`src/rtl/udp_tpg_pkg.sv`:
```
// Shared types and constants for the UDP test-pattern generator.
// Holds the pattern-mode enum, the square-wave start value and PRBS-15 helpers.
package udp_tpg_pkg;

  typedef enum logic [1:0] {
    ModeSquare = 2'd0,
    ModeRamp   = 2'd1,
    ModeChanId = 2'd2,
    ModePrbs   = 2'd3
  } tpg_mode_e;

  localparam logic [15:0] SQ_INIT = 16'h7FFF;

  // x^15 + x^14 + 1, Fibonacci form
  localparam int unsigned PRBS15_TAP_HI = 14;
  localparam int unsigned PRBS15_TAP_LO = 13;

  function automatic logic [14:0] seed(input int unsigned c);
    return 15'(c + 32'd1);
  endfunction

  function automatic logic [14:0] prbs15_step(input logic [14:0] s);
    return {s[13:0], s[PRBS15_TAP_HI] ^ s[PRBS15_TAP_LO]};
  endfunction

endpackage

```
`src/rtl/tpg_lfsr15.sv`:
```
// Single PRBS-15 generator. state_o shows the value to emit this cycle,
// already reflecting a same-cycle init back to the seed.
module tpg_lfsr15
  import udp_tpg_pkg::*;
(
  input  logic        clk,
  input  logic        rst_n,
  input  logic        step_i,
  input  logic        init_i,
  input  logic [14:0] seed_i,
  output logic [14:0] state_o
);

  logic [14:0] state_q, state_d, state_cur;

  always_comb begin
    state_cur = init_i ? seed_i : state_q;
    state_d   = step_i ? prbs15_step(state_cur) : state_cur;
  end

  always_ff @(posedge clk or negedge rst_n) begin
    if (!rst_n) begin
      state_q <= seed_i;
    end else begin
      state_q <= state_d;
    end
  end

  assign state_o = state_cur;

endmodule

```
`src/rtl/udp_pattern_gen.sv`:
```
// Multi-channel test-pattern source with valid/ready handshake and sop/eop framing.
// Define UDP_TPG_PRBS_EN to build per-channel PRBS-15 for mode 3; otherwise mode 3 is SQUARE.
module udp_pattern_gen
  import udp_tpg_pkg::*;
#(
  parameter int unsigned N_CH     = 2,
  parameter int unsigned DW       = 16,
  parameter int unsigned PERIOD_W = 16,
  parameter int unsigned PKT_W    = 12
) (
  input  logic                 clk,
  input  logic                 rst_n,
  input  logic                 clk_en,
  input  logic                 enable,
  input  logic [1:0]           mode,
  input  logic [PERIOD_W-1:0]  period,
  input  logic [PKT_W-1:0]     pkt_len,
  output logic [N_CH*DW-1:0]   out_dat,
  output logic                 valid,
  input  logic                 ready,
  output logic                 sop,
  output logic                 eop,
  output logic [15:0]          drop_cnt
);

  localparam int unsigned HW = DW / 2;
  localparam int unsigned LW = DW - HW;
  localparam logic [DW-1:0] SqInit = (DW == 16) ? DW'(SQ_INIT) : {1'b0, {(DW-1){1'b1}}};

  logic                en_q;
  tpg_mode_e           mode_q, mode_d;
  logic [PERIOD_W-1:0] period_q, period_d, cnt_q, cnt_d;
  logic [PKT_W-1:0]    pkt_len_q, pkt_len_d, idx_q, idx_d;
  logic [DW-1:0]       sq_q, sq_d, ramp_q, ramp_d;
  logic [LW-1:0]       seq_q, seq_d;
  logic [N_CH*DW-1:0]  out_dat_q, out_dat_d;
  logic                valid_q, valid_d, sop_q, sop_d, eop_q, eop_d;
  logic [15:0]         drop_q, drop_d;

  logic                rise, tick, load, drop, last;
  logic [DW-1:0]       sq_cur, ramp_cur;
  logic [LW-1:0]       seq_cur;
  logic [PKT_W-1:0]    idx_cur;
  logic [N_CH*DW-1:0]  sample;
  logic [DW-1:0]       lfsr_dat [N_CH];

  // Rising enable latches config and restarts pattern/framing in the same cycle,
  // so a tick on that cycle already sees the fresh values.
  assign rise = enable & ~en_q;

`ifdef UDP_TPG_PRBS_EN
  for (genvar g = 0; g < N_CH; g++) begin : g_lfsr
    localparam logic [14:0] Seed = seed(g);
    logic [14:0] st;

    tpg_lfsr15 u_lfsr (
      .clk    (clk),
      .rst_n  (rst_n),
      .step_i (tick),
      .init_i (rise),
      .seed_i (Seed),
      .state_o(st)
    );

    assign lfsr_dat[g] = DW'(st);
  end
`else
  always_comb begin
    for (int unsigned c = 0; c < N_CH; c++) begin
      lfsr_dat[c] = '0;
    end
  end
`endif

  always_comb begin
    mode_d    = rise ? tpg_mode_e'(mode) : mode_q;
    period_d  = rise ? period : period_q;
    pkt_len_d = rise ? pkt_len : pkt_len_q;
    sq_cur    = rise ? SqInit : sq_q;
    ramp_cur  = rise ? '0 : ramp_q;
    seq_cur   = rise ? '0 : seq_q;
    idx_cur   = rise ? '0 : idx_q;

    tick = enable & clk_en & (cnt_q == period_d);

    if (!enable) begin
      cnt_d = '0;
    end else if (clk_en) begin
      cnt_d = tick ? '0 : cnt_q + 1'b1;
    end else begin
      cnt_d = cnt_q;
    end

    sample = '0;
    for (int unsigned c = 0; c < N_CH; c++) begin
      case (mode_d)
        ModeRamp:   sample[c*DW +: DW] = ramp_cur + DW'(c);
        ModeChanId: sample[c*DW +: DW] = {HW'(c), seq_cur};
`ifdef UDP_TPG_PRBS_EN
        ModePrbs:   sample[c*DW +: DW] = lfsr_dat[c];
`endif
        default:    sample[c*DW +: DW] = sq_cur;
      endcase
    end

    // Pattern state advances on every tick, including dropped ones.
    sq_d   = tick ? ~sq_cur : sq_cur;
    ramp_d = tick ? ramp_cur + 1'b1 : ramp_cur;
    seq_d  = tick ? seq_cur + 1'b1 : seq_cur;

    last = (pkt_len_d <= PKT_W'(1)) || (idx_cur == pkt_len_d - PKT_W'(1));
    load = tick & (~valid_q | ready);
    drop = tick & valid_q & ~ready;

    out_dat_d = out_dat_q;
    sop_d     = sop_q;
    eop_d     = eop_q;
    valid_d   = valid_q;
    idx_d     = idx_cur;
    if (load) begin
      out_dat_d = sample;
      sop_d     = (idx_cur == '0);
      eop_d     = last;
      valid_d   = 1'b1;
      idx_d     = last ? '0 : idx_cur + 1'b1;
    end else if (valid_q && ready) begin
      valid_d = 1'b0;
    end

    drop_d = (drop && drop_q != 16'hFFFF) ? drop_q + 16'd1 : drop_q;
  end

  always_ff @(posedge clk or negedge rst_n) begin
    if (!rst_n) begin
      en_q      <= 1'b0;
      mode_q    <= ModeSquare;
      period_q  <= '0;
      pkt_len_q <= '0;
      cnt_q     <= '0;
      idx_q     <= '0;
      sq_q      <= SqInit;
      ramp_q    <= '0;
      seq_q     <= '0;
      out_dat_q <= '0;
      valid_q   <= 1'b0;
      sop_q     <= 1'b0;
      eop_q     <= 1'b0;
      drop_q    <= '0;
    end else begin
      en_q      <= enable;
      mode_q    <= mode_d;
      period_q  <= period_d;
      pkt_len_q <= pkt_len_d;
      cnt_q     <= cnt_d;
      idx_q     <= idx_d;
      sq_q      <= sq_d;
      ramp_q    <= ramp_d;
      seq_q     <= seq_d;
      out_dat_q <= out_dat_d;
      valid_q   <= valid_d;
      sop_q     <= sop_d;
      eop_q     <= eop_d;
      drop_q    <= drop_d;
    end
  end

  assign out_dat  = out_dat_q;
  assign valid    = valid_q;
  assign sop      = sop_q;
  assign eop      = eop_q;
  assign drop_cnt = drop_q;

endmodule

```
`config.mk`:
```
export PLATFORM = sky130hd
export DESIGN_NAME = udp_pattern_gen
export DESIGN_NICKNAME = d
export VERILOG_FILES = /design/src/rtl/udp_tpg_pkg.sv /design/src/rtl/tpg_lfsr15.sv /design/src/rtl/udp_pattern_gen.sv
export SDC_FILE = /design/constraint.sdc
export NUM_CORES = 1
export LEC_CHECK = 0
export ABC_AREA = 1
export CAP_MARGIN = 15
export CORE_AREA = 2 2 134 136
export CTS_CLUSTER_DIAMETER = 80
export DETAILED_ROUTE_END_ITERATION = 16
export DIE_AREA = 0 0 136 138
export DONT_BUFFER_PORTS = 1
export SETUP_SLACK_MARGIN = 0.1
export SLEW_MARGIN = 20
export SYNTH_ARGS = -nofsm -noshare
export SYNTH_HDL_FRONTEND = slang
export SYNTH_SLANG_ARGS = --single-unit
```
`constraint.sdc`:
```
create_clock -name clk -period 3.77 [get_ports clk]
set_input_delay 0.754 -clock clk [delete_from_list [all_inputs] [get_ports clk]]
set_output_delay 0.754 -clock clk [all_outputs]
set_load 0.05 [all_outputs]
```
# ---- Word-level counts from Yosys, hierarchy flattened
# Cells that the tools add are included.
dict set report totals {
  register_bits 150
  in_bits 35
  out_inout_bits 51
  word_cells 62
}
dict set report classes {
  addsub 6
  n_lt_le_gt_ge 1
  n_eq_ne 6
  muxes 19
  bitwise 11
  n_reduce_logical 5
}
# op count
set ops {}
lappend ops {{$mux W16} 8}
lappend ops {{$pmux W16 S2} 2}
lappend ops {{$add A16 B1 Y16 const B} 3}
lappend ops {{$mux W12} 4}
lappend ops {{$eq A16 B16 Y1} 1}
lappend ops {{$mux W8} 2}
lappend ops {{$ne A16 B16 Y1 const B} 1}
lappend ops {{$not A16 Y16} 1}
lappend ops {{$add A12 B1 Y12 const B} 1}
lappend ops {{$eq A12 B12 Y1} 1}
lappend ops {{$le A12 B1 Y1 const B} 1}
lappend ops {{$logic_not A12 Y1} 1}
lappend ops {{$sub A12 B1 Y12 const B} 1}
lappend ops {{$add A8 B1 Y8 const B} 1}
lappend ops {{$and A1 B1 Y1} 6}
lappend ops {{$not A1 Y1} 3}
lappend ops {{$eq A2 B1 Y1 const B} 1}
lappend ops {{$eq A2 B2 Y1 const B} 1}
lappend ops {{$logic_and A1 B1 Y1} 2}
lappend ops {{$mux W1} 2}
lappend ops {{$mux W2} 1}
lappend ops {{$ne A2 B2 Y1 const B} 1}
lappend ops {{$reduce_bool A2 Y1} 1}
lappend ops {{$logic_or A1 B1 Y1} 1}
lappend ops {{$or A1 B1 Y1} 1}

# ---- Longest topological paths before layout
# Gate-level depths: netlist of the first run.
dict set report depth {
  ltp_word 8
  mapped_depth 21
  mapped_depth_nobuf 19
}

# ---- Worst setup path before layout of the first run
# No wires, ideal clock.
dict set report synth_path {
  path_type {input to register}
  from {in enable}
  to {reg out_dat_q[18] (netlist: out_dat[18])}
  setup_time_ps 82
  arrival_time_ps 3341
  t_required_ps 3688
  path_slack_ps 347
  path_stages 15
  path_buffers 5
  cell_sequence {buf_4 -> inv_1 -> nor2_4 -> buf_2 -> buf_2 -> clkbuf_1 -> or2_2 -> o21ai_0 -> ha_1 -> inv_1 -> nand2_1 -> inv_1 -> clkbuf_1 -> nand3_1 -> a31oi_1}
}
dict set report synth_between {
  elab_chain_cells 5
  word_cells_on_any_way 14
  cone_classes {add/sub: 1; eq/ne: 3; mux: 6; bitwise: 4}
}
# item line
set synth_lines {}
lappend synth_lines {{from (decl)} udp_pattern_gen.sv:14} ;# input logic enable,
lappend synth_lines {{parallel branches: the longest is 5 deep, another holds $add A16 B1 Y16} -}
lappend synth_lines {{to (signal assigned)} udp_pattern_gen.sv:159} ;# out_dat_q <= out_dat_d;
lappend synth_lines {{to (decl)} udp_pattern_gen.sv:36} ;# logic [N_CH*DW-1:0] out_dat_q, out_dat_d;
# Parallel ways; which one is timed is not known.
# A chain may end at the register's enable or synchronous reset.

# ---- Worst setup path in the final report of the first run
dict set report layout_path {
  from {reg en_q}
  to {reg out_dat_q[2] (netlist: out_dat[2])}
}
dict set report layout_between {
  word_cells_on_any_way 13
  cone_classes {eq/ne: 3; mux: 6; bitwise: 4}
}
# item line
set layout_lines {}
lappend layout_lines {{from (decl)} udp_pattern_gen.sv:30} ;# logic en_q;
lappend layout_lines {{from (signal assigned)} udp_pattern_gen.sv:150} ;# en_q <= enable;
lappend layout_lines {{$not A1 Y1 (*)} udp_pattern_gen.sv:49} ;# assign rise = enable & ~en_q;
lappend layout_lines {{$and A1 B1 Y1 (*)} udp_pattern_gen.sv:49}
lappend layout_lines {{$mux W2 (*)} udp_pattern_gen.sv:76} ;# mode_d = rise ? tpg_mode_e'(mode) : mode_q;
lappend layout_lines {{named net mode_d[1]} udp_pattern_gen.sv:31} ;# tpg_mode_e mode_q, mode_d;
lappend layout_lines {{$eq A2 B2 Y1 / $eq A2 B1 Y1 (equally long branches)} udp_pattern_gen.sv:96} ;# case (mode_d)
lappend layout_lines {{$pmux W16 S2 (*)} udp_pattern_gen.sv:96}
# Mark *: on every way through the listed nets, which the timed path passes. The rest lies on a longest branch.

==> impl_summary.log, run 1 <==
INFO  metric synth-edff-count = 0
INFO  metric filler_cell_count = 1712
INFO  metric setup_total_negative_slack = 0 ns
INFO  metric final_common_cell = nand2_1
INFO  metric rsz0062_at_grt = no
INFO  metric cts_htree_levels = 4
INFO  metric grt_usage = 22.4%
INFO  metric wl_per_cell = 14.7 um
INFO  metric antenna_found_initial = 0
INFO  metric syn_nets = 1157
INFO  metric drive_gt1_share = 9.73%
INFO  metric yosys_warnings = 0
INFO  metric worst-path-max-fanout = 64
INFO  metric die_wd = 136 um
INFO  metric io_pins = 86
INFO  metric cts_tree = built
INFO  metric setup_slack = 0.620 ns
INFO  metric worst_case_clock_skew = 0.0105 ns
INFO  metric initial_core_util = 48.2%
INFO  metric syn_avg_cell_area = 7.60 um2
INFO  metric cp_slowest_cell = dfrtp_1
INFO  metric number_of_register_bits_inferred_by_synthesis = 150
INFO  metric viasPerCell = 5.13
INFO  metric post_synthesis_sequential_area_ratio = 44.6%
INFO  metric grt_first_pass_wirelength = 33.4 mm
INFO  metric setup.worst_path.start = en_q$_DFF_PN0_
INFO  metric cts-root-buf = clkbuf_16
INFO  metric drtAntennaViolNets = 0
INFO  metric detail_route.iter0.violations = 400
INFO  metric chipHeight = 138 um
INFO  metric placement_rows = 49
INFO  metric synthCells = 1112
INFO  metric p_leak = 0.00447 uW
INFO  metric fp.dieArea = 0.0188 mm2
INFO  metric startpoint_type = flop
INFO  metric crit_type = reg2reg
INFO  metric crit_path_cell_trace = inv_4 > nand2_8 > o21ai_0 > inv_1 > ha_1 > buf_4 > inv_1 > nand2_1 > inv_1 > buf_4 > a21oi_1 > o21ai_0
INFO  metric power_density = 436 mW/mm2
INFO  metric placeableCoreArea = 0.0175 mm2
INFO  metric cts.sinks = 150
INFO  metric max-vdd-ir-drop = 0.313 mV
INFO  metric critPathCaptureType = flop
INFO  metric cap_viol_max_count = 0
INFO  metric outcome = finished, final reports clean
INFO  metric worst-endpoint-required = 4.11 ns
INFO  metric drv_slew = 0
INFO  metric grt_pass1_vias = 6672
INFO  metric worstMarginPinSlew = 0.738 ns
INFO  metric asyncSetResetFlopFracSynth = 100%
INFO  metric post-place-ws = 0.625 ns
INFO  metric post_synth_instance_area = 0.00846 mm2
INFO  metric routabilityCongestion = 0.877
INFO  metric pin_count_of_the_biggest_net_entering_global_routing = 151
INFO  metric cp_slowest_stage_delay = 0.43 ns
INFO  metric cts_inserted_buffers = 17
INFO  metric final_hold_viols = 0
INFO  metric worstPathBufferInverterCount = 6
INFO  metric cts.reportedPaths.clkPinSlew = 0.06 ns
INFO  metric detailedRoute.firstPassIterationCount = 5
INFO  metric timing.fmax = 0.317 GHz
INFO  metric synth.distinct_cells = 43
INFO  metric layout.cells.most_common_list = nand2_1, dfrtp_1, inv_1
INFO  metric min-delay-path-class = in2async
INFO  metric grt_overflow = 0
INFO  metric cts_buffer_depth = 2
INFO  metric route.detailed.drc = 0
INFO  metric postSynth.topFlopCell = dfrtp_1
INFO  metric cp_top_family = buffers and inverters
INFO  metric postRouteWirelength = 19.9 mm
INFO  metric numPortBuffers = 0
INFO  metric syn2layout_area_growth = 9.77%
INFO  metric routed-via-count = 6914
INFO  metric slew_headroom = 50.6%
INFO  metric critical_path.most_common_cell = inv_1
INFO  metric count_of_inserted_antenna_diode_cells = 0
INFO  metric fin_crit = 3.15 ns
INFO  metric crit-reg2reg-launch = en_q$_DFF_PN0_
INFO  metric num-nets-final = 1152
INFO  metric worstPathArrival = 3.49 ns
INFO  metric clock_latency = 0.43 ns
INFO  metric min_period_over_period = 83.6%
INFO  metric timing.final.setup_violations = 0
INFO  metric hpwl_detailed = 13.6 mm
-- routing by layer --
metal / up-vias / GRT usage, % / wire length, um
li1: 3538 / - / -
met1: 3203 / 30.6 / 9340
met2: 159 / 34.6 / 9040
met3: 14 / 6.60 / 1270
met4: 0 / 6.14 / 204
met5: - / 0 / 0
-- Yosys cell counts (8+ instances only) --
master	n	area [um2]
dfstp_2	15	394
inv_1	129	484
xor2_1	34	298
o22ai_1	11	68.8
or2_2	15	93.8
buf_2	14	70.1
xnor2_1	20	175
nand4_1	19	119
nand2_2	8	50.1
o21ai_0	61	305
ha_1	10	125
nand2_1	324	1220
nor2_1	110	413
o21ai_1	9	45.0
a31oi_1	10	62.6
clkbuf_1	11	41.3
nor3_1	11	55.1
nand3_1	94	470
a21oi_1	16	80.1
a21oi_2	10	87.6
dfrtp_1	135	3380
-- what timing repair did --
action | CTS | global route
setup buffers | 0 | 0
hold endpoints to repair | 0 | 3
hold buffers | 0 | 2
gates resized for setup | 0 | 0
-- power breakdown --
group          internal (uW)  switching (uW)
combinational            131             262
sequential              1670            91.0
clock                   1200             690
total                   3000            1040
-- registers in the layout, summed over array words and instances (netlist names) --
signal / count
cnt_q: 16
period_q: 16
sq_q: 16
ramp_q: 16
out_dat: 32
seq_q: 8
eop: 1
valid: 1
mode_q: 2
sop: 1
idx_q: 12
drop_cnt: 16
en_q: 1
pkt_len_q: 12
-- worst reg2reg max path, cell delays in order (launching register included) --
cell and delay [ns]:
dfrtp_1 0.43, inv_4 0.25, nand2_8 0.32, o21ai_0 0.35
inv_1 0.10, ha_1 0.28, buf_4 0.19, inv_1 0.19
nand2_1 0.26, inv_1 0.11, buf_4 0.29, a21oi_1 0.12
o21ai_0 0.18
-- cell families after synthesis --
family,after synthesis,synth area share (%)
AOI/OAI and AO/OA,126,8.60
xor gates and xnor gates,55,5.86
adders and majority gates,10,1.48
buffers and inverters,170,8.58
DFF,150,44.6
and+or+nand+nor,601,30.9
-- metrics by stage --
stage | total power, uW | util (%) | cells | cell area [um2] | hold WS [ns]
after detailed placement | 2180 | 49.1 | 1315 | 8610 | 0.463
final | 4050 | 52.9 | 1349 | 9280 | 0.0394
after CTS | 4080 | 52.8 | 1347 | 9260 | 0.00250
after global placement | 2180 | 49.1 | 1315 | 8610 | 0.463
after global routing | 4240 | 52.9 | 1349 | 9280 | -0.000731
after floorplan | 2100 | - | 1112 | 8460 | 0.456
-- worst paths after layout --
check / endpoint / slack, ns / depth (start not counted)
min: pkt_len_q[9]$_DFF_PN0_ / 0.04 / 0
min reg2reg: period_q[6]$_DFF_PN0_ / 0.49 / 2
max in group asynchronous: pkt_len_q[11]$_DFF_PN0_ / 2.47 / 1
max reg2reg: out_dat[2]$_DFFE_PN0P_ / 0.62 / 12
min in group clk: en_q$_DFF_PN0_ / 0.37 / 0
max: out_dat[2]$_DFFE_PN0P_ / 0.62 / 12
-- final cells by class --
| class | count | area (um2) | share of cell area, % |
|---|---|---|---|
| repair buffers | 12 | 108 | 1.16 |
| well taps | 229 | 287 | 3.09 |
| multi-input cells | 792 | 3960 | 42.7 |
| clock buffers | 21 | 450 | 4.85 |
| inverters | 134 | 505 | 5.45 |
| clock inverters | 11 | 196 | 2.12 |
| flip-flops and latches | 150 | 3770 | 40.6 |
(Power assumes the default switching activity.)
==> inputs of run 2 (changes only) <==
Clock period 3.77 ns to 3.29 ns, I/O delays scaled along.
==> impl_summary.log, run 2 (synthesis gave the netlist of run 1 again) <==
INFO  metric drv_slew = 0 (unchanged)
INFO  metric p_total = 4440 uW (+9.8%)
INFO  metric postRouteWirelength = 19.6 mm (-1.5%)
INFO  metric drive_gt1_share = 10.2% (+0.43 points)
INFO  metric min-delay-path-class = in2async
INFO  metric setup.worst_path.start = en_q$_DFF_PN0_
INFO  metric cap_viol_max_count = 0 (unchanged)
INFO  metric cp_slowest_stage_delay = 0.44 ns (about the same)
INFO  metric worst-endpoint-required = 3.59 ns (-0.52 ns)
INFO  metric initial_core_util = 48.2% (unchanged)
INFO  metric routabilityCongestion = 0.880 (+0.38%)
INFO  metric count_of_inserted_antenna_diode_cells = 0 (unchanged)
INFO  metric grt_pass1_vias = 6789 (+1.8%)
INFO  metric final_hold_viols = 135 (+135)
INFO  metric post_cts.repair.setup_buffers = 0 (unchanged)
INFO  metric critPathCaptureType = flop
INFO  metric crit_type = reg2reg
INFO  metric worstMarginPinSlew = 0.914 ns (+0.176 ns)
INFO  metric worst_case_clock_skew = 0.00808 ns (-0.00242 ns)
INFO  metric outcome = finished with violations
INFO  metric rsz0062_at_grt = no
INFO  metric drtAntennaViolNets = 0 (unchanged)
INFO  metric cts_inserted_buffers = 17 (unchanged)
INFO  metric cts_tree = built
INFO  metric slew_headroom = 39.0% (-12 points)
INFO  metric die_wd = 136 um (unchanged)
INFO  metric routed-via-count = 6909 (-0.072%)
INFO  metric failing_checks = negative hold slack
INFO  metric pin_count_of_the_biggest_net_entering_global_routing = 151 (unchanged)
INFO  metric reg2reg_setup_slack = 0.40 ns (-0.22 ns)
INFO  metric timing.fmax = 0.346 GHz (+9.0%)
INFO  metric cts_htree_levels = 4 (unchanged)
INFO  metric fp.dieArea = 0.0188 mm2 (unchanged)
INFO  metric worst-path-max-fanout = 34 (-47%)
INFO  metric numPortBuffers = 0 (unchanged)
INFO  metric wl_per_cell = 14.5 um (-1.6%)
INFO  metric whs = -0.0724 ns (-0.112 ns)
INFO  metric power_density = 482 mW/mm2 (+11%)
INFO  metric syn2layout_area_growth = 9.06%
INFO  metric cts-root-buf = clkbuf_16
INFO  metric grt_first_pass_wirelength = 33.4 mm (+0.12%)
INFO  metric antenna_found_initial = 0 (unchanged)
INFO  metric power_frac_seq = 45.5% (+1.8 points)
INFO  metric num-nets-final = 1154 (+0.17%)
INFO  metric io_pins = 86 (unchanged)
INFO  metric worstPathArrival = 3.19 ns (-0.30 ns)
INFO  metric route.detailed.drc = 0 (unchanged)
INFO  metric placement_rows = 49 (unchanged)
INFO  metric cp_slowest_cell = dfrtp_1
INFO  metric viasPerCell = 5.11 (-0.22%)
INFO  metric detailedRoute.firstPassIterationCount = 4 (-1)
INFO  metric crit_path_cell_trace = inv_4 > nand2_8 > o21ai_1 > ha_1 > nand3_1 > nor2_1 > xnor3_1 > nor2_1 > nand3_1 > nand2_2 > o21ai_1
INFO  metric largest_register_ff_count = 32 (unchanged)
INFO  metric dpl.cell_count = 1319 (+0.30%)
INFO  metric hpwl_detailed = 13.8 mm (+1.6%)
INFO  metric cts_buffer_depth = 2 (unchanged)
INFO  metric detail_route.iter0.violations = 439 (+9.8%)
INFO  metric chipHeight = 138 um (unchanged)
INFO  metric cts.sinks = 150 (unchanged)
INFO  metric stdcell_count = 1351 (+0.15%)
INFO  metric placeableCoreArea = 0.0175 mm2 (unchanged)
INFO  metric final_common_cell = nand2_1
INFO  metric grt_usage = 22.2% (-0.14 points)
INFO  metric power.switching_fraction = 27.6% (+1.8 points)
INFO  metric clock_latency = 0.43 ns (about the same)
INFO  metric max-vdd-ir-drop = 0.371 mV (+19%)
INFO  metric power.internal = 3220 uW (+7.2%)
INFO  metric grt_overflow = 0 (unchanged)
INFO  metric fin_crit = 2.89 ns (-0.261 ns)
INFO  metric power_switching = 1230 uW (+17%)
INFO  metric power.combinational.fraction = 10.3% (+0.6 points)
INFO  metric p_leak = 0.00444 uW (-0.62%)
INFO  metric startpoint_type = flop
INFO  metric min_period_over_period = 87.8% (+4.3 points)
INFO  metric setup_total_negative_slack = 0 ns (unchanged)
INFO  metric power.clock.fraction = 44.2% (-2.4 points)
INFO  metric layout.cells.most_common_list = nand2_1, dfrtp_1, inv_1
INFO  metric crit-reg2reg-launch = en_q$_DFF_PN0_
INFO  metric final_core_utilization = 52.6% (-0.34 points)
INFO  metric timing.final.setup_violations = 0 (unchanged)
INFO  metric cts.reportedPaths.clkPinSlew = 0.06 ns (about the same)
==> run 2: cell count changes in the layout (fill, tap and decap cells not counted), sizes merged <==
cell | before | now
buf | 10 | 14
bufinv | 5 | 2
clkinvlp | 2 | 4
dlygate4sd3 | 2 | 0
inv | 136 | 138
clkbuf | 21 | 20
==> run 2: critical path, delay by kind of cell, from the launching register on <==
family                   cells  cell delay [ns]
AND/OR/NAND/NOR              6             1.11
flip-flops                   1             0.44
AO/OA/AOI/OAI                2             0.42
adder cells (fa/ha/maj)      1             0.27
buffers and inverters        1             0.25
XOR/XNOR                     1             0.24
==> run 2: per-stage QoR <==
stage                     setup WS [ns]  instance area (um2)
after floorplan                   0.123                 8460
after global placement            0.387                 8630
after detailed placement          0.340                 8630
after CTS                         0.373                 9220
after global routing              0.105                 9220
final                             0.401                 9220
==> run 2: power groups by stage <==
stage / logic (uW) / clock network, uW / registers [uW]
2_1_floorplan: 362 / 0 / 2050
3_3_place_gp: 452 / 0 / 2060
6_report: 455 / 1970 / 2020
3_5_place_dp: 456 / 0 / 2060
5_1_grt: 531 / 2090 / 2030
4_1_cts: 460 / 2010 / 2020
==> run 2: final cells by class <==
type / instances / area (um2)
flip-flops and latches: 150 / 3770
repair buffers: 14 / 105
inverters: 134 / 505
fillers: 1701 / 8310
well taps: 229 / 287
clock buffers: 20 / 447
clock inverters: 12 / 143
multi-input cells: 792 / 3960
==> run 2: timing repair <==
action | 4_1_cts | 5_1_grt
resized for setup | 0 | 0
endpoints found under the setup margin | 0 | 0
hold endpoints to repair | 135 | 135
==> run 2: final timing paths <==
path                                           endpoint  cells past startpoint
worst min-delay path            drop_cnt[2]$_DFFE_PN0P_                      0
worst min register to register   period_q[12]$_DFF_PN0_                      2
worst max register to register       idx_q[1]$_DFF_PN0_                     11
max in group asynchronous             sq_q[4]$_DFF_PN1_                      0
min in group clk                         en_q$_DFF_PN0_                      0
worst max-delay path                 idx_q[1]$_DFF_PN0_                     11
==> run 2: layer usage <==
layer	part of all wire [%]	wire (um)	GRT usage (%)	vias up
met5	0	0	0	-
met4	1.1	207	5.81	0
met3	5.3	1040	5.28	17
met2	46	9030	35.2	132
met1	48	9290	30.6	3212
li1	-	-	-	3548
